[config.mk]
export PLATFORM = sky130hd
export DESIGN_NAME = onehot_walker
export DESIGN_NICKNAME = d
export VERILOG_FILES = /design/src/rtl/onehot_walker_pkg.sv /design/src/rtl/onehot_walker_dec.sv /design/src/rtl/onehot_walker.sv
export SDC_FILE = /design/constraint.sdc
export NUM_CORES = 1
export LEC_CHECK = 0
export CORE_ASPECT_RATIO = 0.5
export CORE_MARGIN = 1.5
export CORE_UTILIZATION = 35
export CTS_BUF_LIST = sky130_fd_sc_hd__clkbuf_16
export CTS_CLUSTER_SIZE = 25
export DETAILED_ROUTE_END_ITERATION = 8
export PLACE_DENSITY = 0.75
export RECOVER_POWER = 100
export SKIP_LAST_GASP = 1
export SYNTH_ARGS = -nofsm -noshare
export SYNTH_HDL_FRONTEND = slang
export SYNTH_HIERARCHICAL = 1
export SYNTH_SLANG_ARGS = --single-unit
[constraint.sdc]
create_clock -name clk_i -period 2.9 [get_ports clk_i]
set_clock_uncertainty 0.05 [all_clocks]
set_input_delay 0.58 -clock clk_i [delete_from_list [all_inputs] [get_ports clk_i]]
set_output_delay 0.58 -clock clk_i [all_outputs]
set_load 0.02 [all_outputs]
[src/rtl/onehot_walker_pkg.sv]
// rtl/onehot_walker_pkg.sv - shared state encoding and bit-decode helpers for the one-hot walker.
package onehot_walker_pkg;

  localparam int MinWidth = 2;

  typedef enum logic [1:0] {
    ST_IDLE = 2'd0,
    ST_RUN  = 2'd1,
    ST_DONE = 2'd2
  } walker_state_e;

  // Per-bit decoders: bit idx of a width-bit pattern for position pos.
  function automatic logic nth_bit(input int pos, input int idx, input int width);
    return (idx < width) && (idx == pos);
  endfunction

  function automatic logic therm_upto(input int pos, input int idx, input int width);
    return (idx < width) && (idx <= pos);
  endfunction

endpackage

[src/rtl/onehot_walker_dec.sv]
// rtl/onehot_walker_dec.sv - position to one-hot decoder gated by valid; ONEHOT_WALKER_THERM_EN adds thermometer output.
module onehot_walker_dec #(
  parameter int Width    = 32,
  parameter int PosWidth = 5
) (
  input  logic [PosWidth-1:0] pos_i,
  input  logic                valid_i,
`ifdef ONEHOT_WALKER_THERM_EN
  output logic [Width-1:0]    therm_o,
`endif
  output logic [Width-1:0]    onehot_o
);
  import onehot_walker_pkg::*;

  for (genvar i = 0; i < Width; i++) begin : g_bit
    assign onehot_o[i] = valid_i & nth_bit(int'(pos_i), i, Width);
`ifdef ONEHOT_WALKER_THERM_EN
    assign therm_o[i]  = valid_i & therm_upto(int'(pos_i), i, Width);
`endif
  end

endmodule

[src/rtl/onehot_walker.sv]
// rtl/onehot_walker.sv - streaming one-hot walker with rotate/saturate stride; ONEHOT_WALKER_THERM_EN adds therm_o.
module onehot_walker #(
  parameter int  Width     = 32,
  parameter int  StepWidth = 4,
  localparam int PosWidth  = ($clog2(Width) > 1) ? $clog2(Width) : 1
) (
  input  logic                 clk_i,
  input  logic                 rst_ni,
  input  logic                 load_valid_i,
  input  logic [PosWidth-1:0]  load_pos_i,
  input  logic [StepWidth-1:0] stride_i,
  input  logic                 wrap_i,
  input  logic                 start_i,
  input  logic                 stop_i,
  output logic                 out_valid_o,
  input  logic                 out_ready_i,
  output logic [Width-1:0]     onehot_o,
`ifdef ONEHOT_WALKER_THERM_EN
  output logic [Width-1:0]     therm_o,
`endif
  output logic [PosWidth-1:0]  pos_o,
  output logic                 busy_o,
  output logic                 done_o
);
  import onehot_walker_pkg::*;

  if (Width < MinWidth) begin : g_bad_width
    $error("onehot_walker: Width must be at least 2");
  end
  if ((2 ** StepWidth) - 1 >= Width) begin : g_bad_step
    $error("onehot_walker: largest stride must be below Width");
  end

  localparam logic [PosWidth:0]   WidthExt = (PosWidth + 1)'(Width);
  localparam logic [PosWidth-1:0] LastPos  = PosWidth'(Width - 1);

  walker_state_e        r_state, w_state_nxt;
  logic [PosWidth-1:0]  r_pos, w_pos_nxt;
  logic [StepWidth-1:0] r_stride, w_stride_nxt;
  logic                 r_wrap, w_wrap_nxt;
  logic [PosWidth:0]    w_sum;
  logic [PosWidth-1:0]  w_pos_wrapped;
  logic [PosWidth-1:0]  w_load_pos;

  // One extra bit so overflow past Width is visible; stride < Width keeps one subtract enough.
  assign w_sum         = {1'b0, r_pos} + (PosWidth + 1)'(r_stride);
  assign w_pos_wrapped = (w_sum >= WidthExt) ? PosWidth'(w_sum - WidthExt) : w_sum[PosWidth-1:0];
  assign w_load_pos    = ({1'b0, load_pos_i} >= WidthExt) ? LastPos : load_pos_i;

  always_ff @(posedge clk_i or negedge rst_ni) begin
    if (!rst_ni) begin
      r_state  <= ST_IDLE;
      r_pos    <= '0;
      r_stride <= StepWidth'(1);
      r_wrap   <= 1'b0;
    end else begin
      r_state  <= w_state_nxt;
      r_pos    <= w_pos_nxt;
      r_stride <= w_stride_nxt;
      r_wrap   <= w_wrap_nxt;
    end
  end

  always_comb begin
    w_state_nxt  = r_state;
    w_pos_nxt    = r_pos;
    w_stride_nxt = r_stride;
    w_wrap_nxt   = r_wrap;
    case (r_state)
      ST_IDLE: begin
        if (load_valid_i) begin
          w_pos_nxt = w_load_pos;
        end
        if (start_i && !stop_i) begin
          w_stride_nxt = (stride_i == '0) ? StepWidth'(1) : stride_i;
          w_wrap_nxt   = wrap_i;
          w_state_nxt  = ST_RUN;
        end
      end
      ST_RUN: begin
        if (stop_i) begin
          w_state_nxt = ST_IDLE;
        end else if (out_ready_i) begin
          if (r_wrap) begin
            w_pos_nxt = w_pos_wrapped;
          end else if (w_sum >= WidthExt) begin
            w_state_nxt = ST_DONE;
          end else begin
            w_pos_nxt = w_sum[PosWidth-1:0];
          end
        end
      end
      default: begin
        w_state_nxt = ST_IDLE;
      end
    endcase
  end

  assign out_valid_o = (r_state == ST_RUN);
  assign busy_o      = (r_state == ST_RUN);
  assign done_o      = (r_state == ST_DONE);
  assign pos_o       = r_pos;

  onehot_walker_dec #(
    .Width    (Width),
    .PosWidth (PosWidth)
  ) u_dec (
    .pos_i    (r_pos),
    .valid_i  (out_valid_o),
`ifdef ONEHOT_WALKER_THERM_EN
    .therm_o  (therm_o),
`endif
    .onehot_o (onehot_o)
  );

endmodule

Yosys cells after proc, flatten, opt, wreduce, memory -nomap -nowiden:

Index checks and enable logic that the tools add are counted.

* reduce and logical (&&, ||, !) cells: 9
* multiplexer cells: 14
* add/sub/neg operators: 2
* bitwise gates (word level): 32
* equal/unequal tests: 41
* $lt $le $gt $ge: 1

Operators by type and width (number)
* $eq 5x5->1 const A: 16
* $eq 4x5->1 const A: 8
* $and 1x1->1: 32
* $mux 5: 6
* $eq 3x5->1 const A: 4
* $ne 3x3->1 const B: 4
* $eq 2x5->1 const A: 2
* $mux 2: 5
* $pmux 5 s2: 1
* $ne 2x2->1 const B: 4
* $add 5x4->6: 1
* $ge 6x6->1 const B: 1
* $eq 1x5->1 const A: 1
* $logic_not 5->1: 1
* $reduce_and 5->1: 1
* $sub 5x1->5 const B: 1
* $logic_not 4->1: 1
* $mux 4: 1
* $pmux 2 s2: 1
* $reduce_and 4->1: 1
* $eq 2x1->1 const B: 1
* $eq 2x2->1 const B: 1
* $logic_not 2->1: 1
* $reduce_and 2->1: 1
* other kinds (3): 3

* output and inout port bits: 40
* input port bits: 16
* word-level logic and storage cells: 103
* flip-flop bits (word level): 12

Longest topological paths before layout:

Gate-level depths: netlist of the first run.

* depth after elaboration: 7
* depth in mapped cells: 6
* depth with buffers taken out: 6

Cells and area by module:

The synthesis of the first run kept the hierarchy.

By module, submodules not included
* onehot_walker: sequential area each 301.5 um^2, instances 1, area an instance 748.2 um^2, cells an instance 67
* onehot_walker_dec: sequential area each 0.0 um^2, instances 1, area an instance 234.0 um^2, cells an instance 47

Least setup slack after synthesis of the first run:

OpenSTA, ideal clock, no wires.

* path kind: flip-flop to output port
* from: register r_state[1]
* to: output onehot_o[0]
* stages on the path, launching flop included: 6
* data required time: 2270 ps
* buffers on the path: 1
* slack: 460 ps
* arrival: 1810 ps
* cells stage by stage: dfrtp_1 > nand2b_1 > buf_2 > inv_1 > or4b_4 > nor2_1

* word-level cells in the longest chain between the ends: 2

Ends and longest elaborated chain
* start: declaration: line onehot_walker.sv:37 `walker_state_e r_state, w_state_nxt;`
* start signal: assignment: line onehot_walker.sv:57 `r_state <= w_state_nxt;`
* $eq 2x1->1
* named net busy_o: line onehot_walker.sv:22 `output logic busy_o,`
* $and 1x1->1: line onehot_walker_dec.sv:16 `assign onehot_o[i] = valid_i & nth_bit(int'(pos_i), i, Width);`
* end: declaration: line onehot_walker.sv:17 `output logic [Width-1:0] onehot_o,`

The timed path passes the listed nets, and every way through them passes these cells.

Final worst setup path of the first run:

* from: register r_state[1]
* to: output onehot_o[0]

* word-level cells in the longest chain between the ends: 2

Ends and longest elaborated chain
* $eq 2x1->1: line onehot_walker.sv:99 `assign out_valid_o = (r_state == ST_RUN);`
* $and 1x1->1: line onehot_walker_dec.sv:16

Every way passes these cells.

==> results of run 1 <==
## registers in the layout, summed over array words and instances (netlist names)
| signal | count |
|---|---|
| pos_o | 5 |
| r_stride | 4 |
| r_state | 2 |
| r_wrap | 1 |
## power by group
group          switching, uW  internal [uW]  leakage, uW
registers               96.2            229     0.000143
clock network           67.8            181    0.0000385
logic                    386            332     0.000555
total                    550            742     0.000736
## cells in the mapped netlist (2+ instances only)
cell	count
a211oi_1	2
nand4bb_1	3
mux2_2	10
nand4b_1	5
nand2b_1	3
ha_1	4
a21o_1	3
dfrtp_1	11
o21ai_0	2
nor2_1	36
nand2_1	7
a21oi_1	3
clkbuf_1	3
o31ai_1	2
## cells by family (layout without fill, tap and decap cells)
logic type	after synthesis	in the layout
adder cells (fa/ha/maj)	5	5
multiplexers	10	10
AND/OR/NAND/NOR	64	64
flip-flops	12	12
AO/OA/AOI/OAI	16	16
buffers and inverters	6	64
XOR/XNOR	1	1
## per-layer routing
metal | GRT usage (%) | share of wire, % | vias up
met5 | 0 | 0 | -
met4 | 6.70 | 0.75 | 0
met3 | 3.86 | 7.0 | 2
met2 | 33.5 | 45 | 43
met1 | 22.6 | 47 | 469
li1 | - | - | 521
## layout make-up
class / instances / area [sq um]
fill: 239 / 993
multi-input combinational: 96 / 638
timing repair buffer: 59 / 573
sequential: 12 / 302
clock buffer: 3 / 75.1
tap: 37 / 46.3
clock inverter: 1 / 3.75
inverter: 1 / 3.75
## worst paths after layout
path | start | end
min in group asynchronous | rst_ni | r_stride[2]$_DFFE_PN0P_
worst max-delay path | r_state[1]$_DFFE_PN0P_ | onehot_o[0]
worst min register to register | r_stride[2]$_DFFE_PN0P_ | r_stride[2]$_DFFE_PN0P_
worst max register to register | pos_o[3]$_DFFE_PN0P_ | pos_o[3]$_DFFE_PN0P_
worst min-delay path | r_stride[2]$_DFFE_PN0P_ | r_stride[2]$_DFFE_PN0P_
max in group asynchronous | rst_ni | pos_o[1]$_DFFE_PN0P_
## through the flow
step / std cells / utilization (%) / hold WS, ns / total power, uW
final: 209 / 62.3 / 0.476 / 1290
after global routing: 209 / 62.3 / 0.499 / 1400
after CTS: 209 / 63.2 / 0.476 / 1340
after detailed placement: 205 / 60.2 / 0.467 / 1080
after global placement: 205 / 60.2 / 0.450 / 1070
after floorplan: 114 / - / 0.234 / 813
==> impl_metrics.csv, run 1 <==
group,metric,value,unit
outcome,status,"complete, no violations",
synthesis,synth_area_per_cell,8.62,sq um
sta,drv_slew,0,
clock_network,cts.path.max_buffers,2,
synthesis,synth_edf_count,0,
sta,finalCritPeriodShare,95.8,%
setup_path,start_kind,"flip-flop",
setup_path,criticalPathCategory,"reg -> out",
synthesis,syn_area,982,sq um
setup_path,required,2.27,ns
clock_network,hold_buffers,0,
detailed_routing,drc,0,
finish,final_common_cell,"dlygate4sd3_1",
pwr,irDropWorstVdd,432,uV
place,dp_hpwl,2.12,mm
finish,final_nets,194,
clock_network,cts.sinks,12,
die,pin_count,56,
sta,fmax,360,MHz
global_routing,grt_usage,18.4,%
synthesis,ys.flop_type,"dfrtp_1",
clock_network,cts_inserted_buffers,3,
global_routing,grt_pass1_vias,881,
synthesis,ys_top_cells_by_area,"dfrtp_1 (28%), nor2_1 (14%), mux2_2 (11%)",
die,dieArea,3150,sq um
setup_path,critPathBufInv,2,
sta,fin_crit,2.78,ns
setup_path,arrival,2.15,ns
sta,report.final.setup_viol,0,
setup_path,cp_slowest_cell,"dlygate4sd3_1",
detailed_routing,via_per_inst,4.95,
sta,max_slew_margin,53.3,%
setup_path,cp-end-kind,"output pin",
detailed_routing,wl,2.66,mm
synthesis,yosysSeqAreaShare,30.7,%
synthesis,synth.area.mux_share,11.5,%
synthesis,synthesis.instances,114,
finish,fin_area,1640,sq um
synthesis,yosys.area.top_type_share,28.0,%
clock_network,cts.repair.resized,0,
global_routing,grt_pass1_wl,4.35,mm
sta,finalHoldViolCount,0,
pwr,p_leak,0.000736,uW
global_routing,antenna_found_initial,0,
synthesis,synthSimpleGateAreaFrac,35.0,%
clock_network,insertion_delay,0.24,ns
detailed_routing,wl_per_cell,12.7,um
setup_path,rrSetupSlack,0.44,ns
clock_network,cts_setup_buffers,0,
synthesis,synth_top_family_by_area,"simple AND/OR/NAND/NOR gates",
setup_path,ff2ff_path_depth,6,
finish,syn2layout_area_growth,67.1,%
sta,worst_pin_slew,0.693,ns
min_path,worstHoldPathCells,1,
synthesis,yosys.area.top_type,"dfrtp_1",
clock_network,htree_levels,1,
pwr,p_per_area,787,nW/um^2
clock_network,clockRootBuffer,"clkbuf_16",
synthesis,synth_cell_types,34,
synthesis,synth_xor_area_share,0.892,%
detailed_routing,first_pass_iters,4,
die,initial_core_util,37.3,%
setup_path,crit_fanout,5,
place,place.gp.congestion,0.748,
flow_run,maxCapViolations,0,
global_routing,gr-total-overflow,0,
sta,rsz0062_at_grt,"no",
place,pre_cts_ws,0.412,ns
sta,fin_ws,0.121,ns
synthesis,syn-num-nets,135,
setup_path,cp.depth,5,
sta,setup_tns,0,ns
setup_path,cp_top_family,"simple AND/OR/NAND/NOR gates",
finish,drive_gt1_share,11.0,%
place,placed_cell_area,1590,sq um
clock_network,cts_tree,"done",
synthesis,synth_seq_cells,12,
setup_path,max_stage_delay,0.67,ns
global_routing,grt_max_degree,13,
die,design.core.area,2640,sq um
synthesis,synth_fa_ha_area_share,7.13,%
synthesis,async_flop_share,100,%
min_path,min_path_type,"reg -> reg",
place,portBuffers,55,
die,die_h,40.5,um
synthesis,synth-compound-area-share,12.0,%
detailed_routing,detail-route-antenna-nets,0,
detailed_routing,drt_iter0_markers,24,
finish,diodes,0,
clock_network,clkTransAtPathRegs,0.04,ns
die,die_w,77.9,um
setup_path,cp_cell_sequence,"nand2b_1, inv_1, or4b_4, nor2_1, dlygate4sd3_1",
detailed_routing,vias,1035,
die,rows,13,
synthesis,yosys_warnings,6,
finish,mostFrequentLayoutCells,"dlygate4sd3_1 (37), nor2_1 (36), clkdlybuf4s50_1 (18)",
No activity file was read; power rests on OpenSTA's default activity.
==> inputs of run 2 (changes only) <==
REMOVE_ABC_BUFFERS = 1   (was default)
clock period = 3.1 ns   (was 2.9 ns; I/O delays follow)
==> run 2 against run 1 <==
  * Power shrank 6.2%
  * Via count down 0.19%
  * Critical path depth is the same
  * Worst setup slack better by 0.13 ns
  * Largest power group unchanged
  * Highest routed layer unchanged
==> impl_metrics.csv, run 2 (synthesis gave the netlist of run 1 again) <==
group,metric,value,unit
sta,drv_slew,0,
sta,report.final.setup_viol,0,
detailed_routing,via_per_inst,4.99,
sta,max_slew_margin,15.6,%
outcome,status,"complete, no violations",
clock_network,cts.repair.resized,0,
global_routing,grt_pass1_vias,870,
detailed_routing,drc,0,
flow_run,maxCapViolations,0,
global_routing,grt_usage,17.3,%
global_routing,antenna_found_initial,0,
setup_path,crit_fanout,5,
setup_path,max_stage_delay,0.68,ns
setup_path,cp-end-kind,"output pin",
setup_path,arrival,2.18,ns
pwr,clockPowerShare,19.4,%
pwr,switching_power,521,uW
clock_network,cts_setup_buffers,0,
clock_network,clkTransAtPathRegs,0.04,ns
pwr,power.share.combinational,54.1,%
finish,drive_gt1_share,11.2,%
pwr,irDropWorstVdd,400,uV
detailed_routing,first_pass_iters,4,
pwr,seqPwrFrac,26.5,%
sta,hold_ws,0.462,ns
place,place.gp.congestion,0.824,
finish,num-fill-cells,244,
finish,syn2layout_area_growth,66.4,%
finish,final_nets,192,
detailed_routing,vias,1033,
clock_network,cts_inserted_buffers,3,
finish,diodes,0,
setup_path,cp_top_family,"simple AND/OR/NAND/NOR gates",
clock_network,insertion_delay,0.24,ns
pwr,p_sw_share,43.0,%
die,design.core.area,2640,sq um
clock_network,cts_tree,"done",
global_routing,grt_max_degree,13,
sta,finalHoldViolCount,0,
clock_network,hold_buffers,0,
setup_path,cp_cell_sequence,"nand2b_1, inv_1, or4b_4, nor2_1, dlygate4sd3_1",
finish,final_common_cell,"dlygate4sd3_1",
global_routing,gr-total-overflow,0,
detailed_routing,wl,2.66,mm
sta,setup_tns,0,ns
die,initial_core_util,37.3,%
detailed_routing,detail-route-antenna-nets,0,
setup_path,criticalPathCategory,"reg -> out",
finish,fin_area,1630,sq um
finish,largest_reg_flops,5,
finish,mostFrequentLayoutCells,"dlygate4sd3_1 (42), nor2_1 (36), clkdlybuf4s50_1 (13)",
die,dieArea,3150,sq um
die,die_w,77.9,um
sta,finalCritPeriodShare,91.9,%
clock_network,clockRootBuffer,"clkbuf_16",
pwr,p_leak,0.000752,uW
die,rows,13,
detailed_routing,drt_iter0_markers,27,
sta,rsz0062_at_grt,"no",
min_path,min_path_type,"reg -> reg",
setup_path,required,2.43,ns
setup_path,start_kind,"flip-flop",
die,die_h,40.5,um
setup_path,cp_slowest_cell,"dlygate4sd3_1",
clock_network,cts.path.max_buffers,2,
pwr,internal_power,691,uW
clock_network,htree_levels,1,
die,pin_count,56,
detailed_routing,wl_per_cell,12.8,um
place,portBuffers,55,
global_routing,grt_pass1_wl,4.17,mm
clock_network,cts.sinks,12,
setup_path,critPathBufInv,2,
place,dp_hpwl,2.12,mm
sta,worst_pin_slew,1.25,ns
pwr,p_per_area,742,nW/um^2
place,placed_cell_area,1570,sq um
sta,fmax,351,MHz
sta,fin_crit,2.85,ns
[run 2: cell types whose count changed in the layout (fill, tap and decap cells not counted)]
cell and delta:
clkbuf_1 -2, dlygate4sd3_1 +5, clkdlybuf4s50_1 -5
[run 2: layout make-up]
cell class / instances / area [sq um] / share of cell area (%)
sequential: 12 / 302 / 18.5
multi-input combinational: 96 / 638 / 39.1
clock buffer: 3 / 75.1 / 4.59
timing repair buffer: 57 / 566 / 34.6
inverter: 1 / 3.75 / 0.230
clock inverter: 1 / 3.75 / 0.230
tap: 37 / 46.3 / 2.83
[run 2: final timing paths]
| check | cells past startpoint | end | start | slack, ns |
|---|---|---|---|---|
| min in group asynchronous | 1 | r_stride[3]$_DFFE_PN0P_ | rst_ni | 0.76 |
| worst min-delay path | 1 | r_stride[3]$_DFFE_PN0P_ | r_stride[3]$_DFFE_PN0P_ | 0.46 |
| worst max register to register | 5 | pos_o[2]$_DFFE_PN0P_ | pos_o[1]$_DFFE_PN0P_ | 0.67 |
| max in group asynchronous | 1 | r_stride[0]$_DFFE_PN1P_ | rst_ni | 1.87 |
| worst min register to register | 1 | r_stride[3]$_DFFE_PN0P_ | r_stride[3]$_DFFE_PN0P_ | 0.46 |
| worst max-delay path | 5 | onehot_o[20] | r_state[1]$_DFFE_PN0P_ | 0.25 |
[run 2: metrics by stage]
step / setup WS (ns) / util [%] / cells / total power [uW]
global route: 0.175 / 62.0 / 207 / 1300
CTS: 0.295 / 62.6 / 207 / 1250
global placement: 0.584 / 59.6 / 203 / 989
floorplan: 0.505 / - / 109 / 744
detailed placement: 0.560 / 59.6 / 203 / 1010
finish: 0.251 / 62.0 / 207 / 1210
[run 2: routing by layer]
layer	vias to the layer above	global-route usage, %	wire length [um]
met1	479	21.1	1250
met5	-	0	0
met4	0	2.68	12
met2	35	30.7	1150
li1	517	-	-
met3	2	6.59	241
[run 2: power by group through the flow]
| stage | Clock [uW] | Sequential, uW | Combinational (uW) |
|---|---|---|---|
| finish | 236 | 321 | 656 |
| global placement | 0 | 317 | 672 |
| CTS | 241 | 322 | 691 |
| floorplan | 0 | 334 | 410 |
| global route | 251 | 337 | 715 |
| detailed placement | 0 | 325 | 687 |
==> inputs of run 3 (changes only) <==
GPL_TIMING_DRIVEN = 0   (was default)
PLACE_DENSITY = 0.85   (was 0.75)
==> run 3 against run 2 <==
  * Non-clock buffer count is 2 lower
  * Wire length is 4.7% lower
  * Largest power group unchanged
  * Sequential cell count stayed put
  * Critical path type unchanged
  * Clock power is 2% lower
  * Die area stayed put
  * Clock-buffer cell count stayed put
==> impl_metrics.csv, run 3 (synthesis gave the netlist of run 1 again) <==
group,metric,value,unit
outcome,status,"complete, no violations",
detailed_routing,via_per_inst,5.01,
detailed_routing,wl_per_cell,12.3,um
finish,largest_reg_flops,5,
global_routing,gr-total-overflow,0,
setup_path,start_kind,"flip-flop",
sta,fmax,339,MHz
detailed_routing,first_pass_iters,4,
pwr,p_leak,0.000740,uW
sta,finalHoldViolCount,0,
pwr,clockPowerShare,19.6,%
place,pre_cts_ws,0.183,ns
sta,drv_slew,0,
pwr,p_sw_share,42.4,%
finish,syn2layout_area_growth,64.3,%
setup_path,ff2ff_path_depth,5,
setup_path,cp-end-kind,"output pin",
sta,max_slew_margin,19.0,%
setup_path,regToRegEndpoint,"pos_o[3]$_DFFE_PN0P_",
die,rows,13,
finish,final_common_cell,"dlygate4sd3_1",
sta,setup_tns,0,ns
setup_path,arrival,2.28,ns
clock_network,cts.path.max_buffers,2,
clock_network,clockRootBuffer,"clkbuf_16",
sta,rsz0062_at_grt,"no",
global_routing,antenna_found_initial,0,
global_routing,grt_max_degree,13,
sta,worst_pin_slew,1.20,ns
finish,drive_gt1_share,10.7,%
detailed_routing,drt_iter0_markers,13,
detailed_routing,drc,0,
die,pin_count,56,
finish,mostFrequentLayoutCells,"dlygate4sd3_1 (38), nor2_1 (36), clkdlybuf4s50_1 (14)",
finish,diodes,0,
die,die_w,77.9,um
setup_path,crit_fanout,11,
clock_network,cts_setup_buffers,0,
pwr,p_per_area,734,nW/um^2
global_routing,grt_pass1_wl,3.82,mm
setup_path,cp-startpoint,"r_state[1]$_DFFE_PN0P_",
die,die_h,40.5,um
place,portBuffers,55,
die,design.core.area,2640,sq um
sta,fin_ws,0.149,ns
pwr,internal_power,682,uW
setup_path,rrSetupSlack,0.71,ns
min_path,min_path_type,"reg -> reg",
finish,final_util,61.3,%
clock_network,cts_tree,"done",
sta,report.final.setup_viol,0,
flow_run,maxCapViolations,0,
setup_path,criticalPathCategory,"reg -> out",
global_routing,grt_pass1_vias,837,
pwr,switching_power,503,uW
setup_path,required,2.43,ns
clock_network,cts_inserted_buffers,3,
pwr,irDropWorstVdd,306,uV
clock_network,clkTransAtPathRegs,0.04,ns
place,place.gp.congestion,0.764,
detailed_routing,wl,2.53,mm
setup_path,reg2reg_from,"pos_o[1]$_DFFE_PN0P_",
sta,fin_crit,2.95,ns
detailed_routing,vias,1028,
pwr,seqPwrFrac,26.8,%
clock_network,cts.sinks,12,
finish,final_nets,190,
die,initial_core_util,37.3,%
sta,finalCritPeriodShare,95.2,%
die,dieArea,3150,sq um
detailed_routing,detail-route-antenna-nets,0,
clock_network,insertion_delay,0.24,ns
place,dp_hpwl,2.07,mm
global_routing,grt_usage,16.2,%
pwr,power.share.combinational,53.6,%
clock_network,htree_levels,1,
setup_path,crit_path_end,"onehot_o[0]",
==> run 3: final cells by class <==
cell class | count | area [sq um]
tap | 37 | 46.3
timing repair buffer | 55 | 541
clock buffer | 3 | 75.1
fill | 224 | 1020
inverter | 1 | 6.26
clock inverter | 1 | 3.75
sequential | 12 | 302
multi-input combinational | 96 | 641
==> run 3: worst min-delay path by stage <==
stage	from	cells after the start	slack [ns]	endpoint
after floorplan	rst_ni	0	0.27	pos_o[0]$_DFFE_PN0P_
after global placement	r_stride[3]$_DFFE_PN0P_	1	0.45	r_stride[3]$_DFFE_PN0P_
after detailed placement	r_stride[3]$_DFFE_PN0P_	1	0.45	r_stride[3]$_DFFE_PN0P_
after CTS	r_stride[3]$_DFFE_PN0P_	1	0.46	r_stride[3]$_DFFE_PN0P_
after global routing	r_stride[3]$_DFFE_PN0P_	1	0.47	r_stride[3]$_DFFE_PN0P_
final	r_stride[3]$_DFFE_PN0P_	1	0.44	r_stride[3]$_DFFE_PN0P_
==> run 3: worst max-delay path, stage by stage (launching register included) <==
cell and delay (ns):
dfrtp_1 0.41, nand2b_2 0.30, inv_4 0.14, or4b_4 0.49, nor2_1 0.10, clkdlybuf4s50_1 0.61
==> run 3: power groups by stage <==
stage          Clock, uW  Sequential (uW)  Combinational [uW]
6_report             232              317                 635
3_3_place_gp           0              315                 651
3_5_place_dp           0              321                 665
4_1_cts              235              319                 669
2_1_floorplan          0              334                 410
5_1_grt              242              332                 699
==> run 3: metrics by stage <==
stage               cell area, sq um  hold slack (ns)  total power [uW]  cells
floorplan                        958            0.274               744    109
global placement                1560            0.453               966    201
detailed placement              1560            0.454               987    201
CTS                             1630            0.463              1220    205
global route                    1610            0.474              1270    205
finish                          1610            0.440              1180    205
==> run 3: what timing repair did <==
action / 4_1_cts / 5_1_grt
resized for setup: 1 / 5
hold buffers: 0 / 0
setup endpoints to repair: 4 / 4
gates cloned: 0 / 0
==> run 3: metal layers <==
metal  global-route usage, %  share of wire (%)  vias to the layer above
li1                        -                  -                      513
met1                    18.0                 43                      479
met2                    30.9                 49                       34
met3                    5.68                7.5                        2
met4                    5.36               0.75                        0
met5                       0                  0                        -
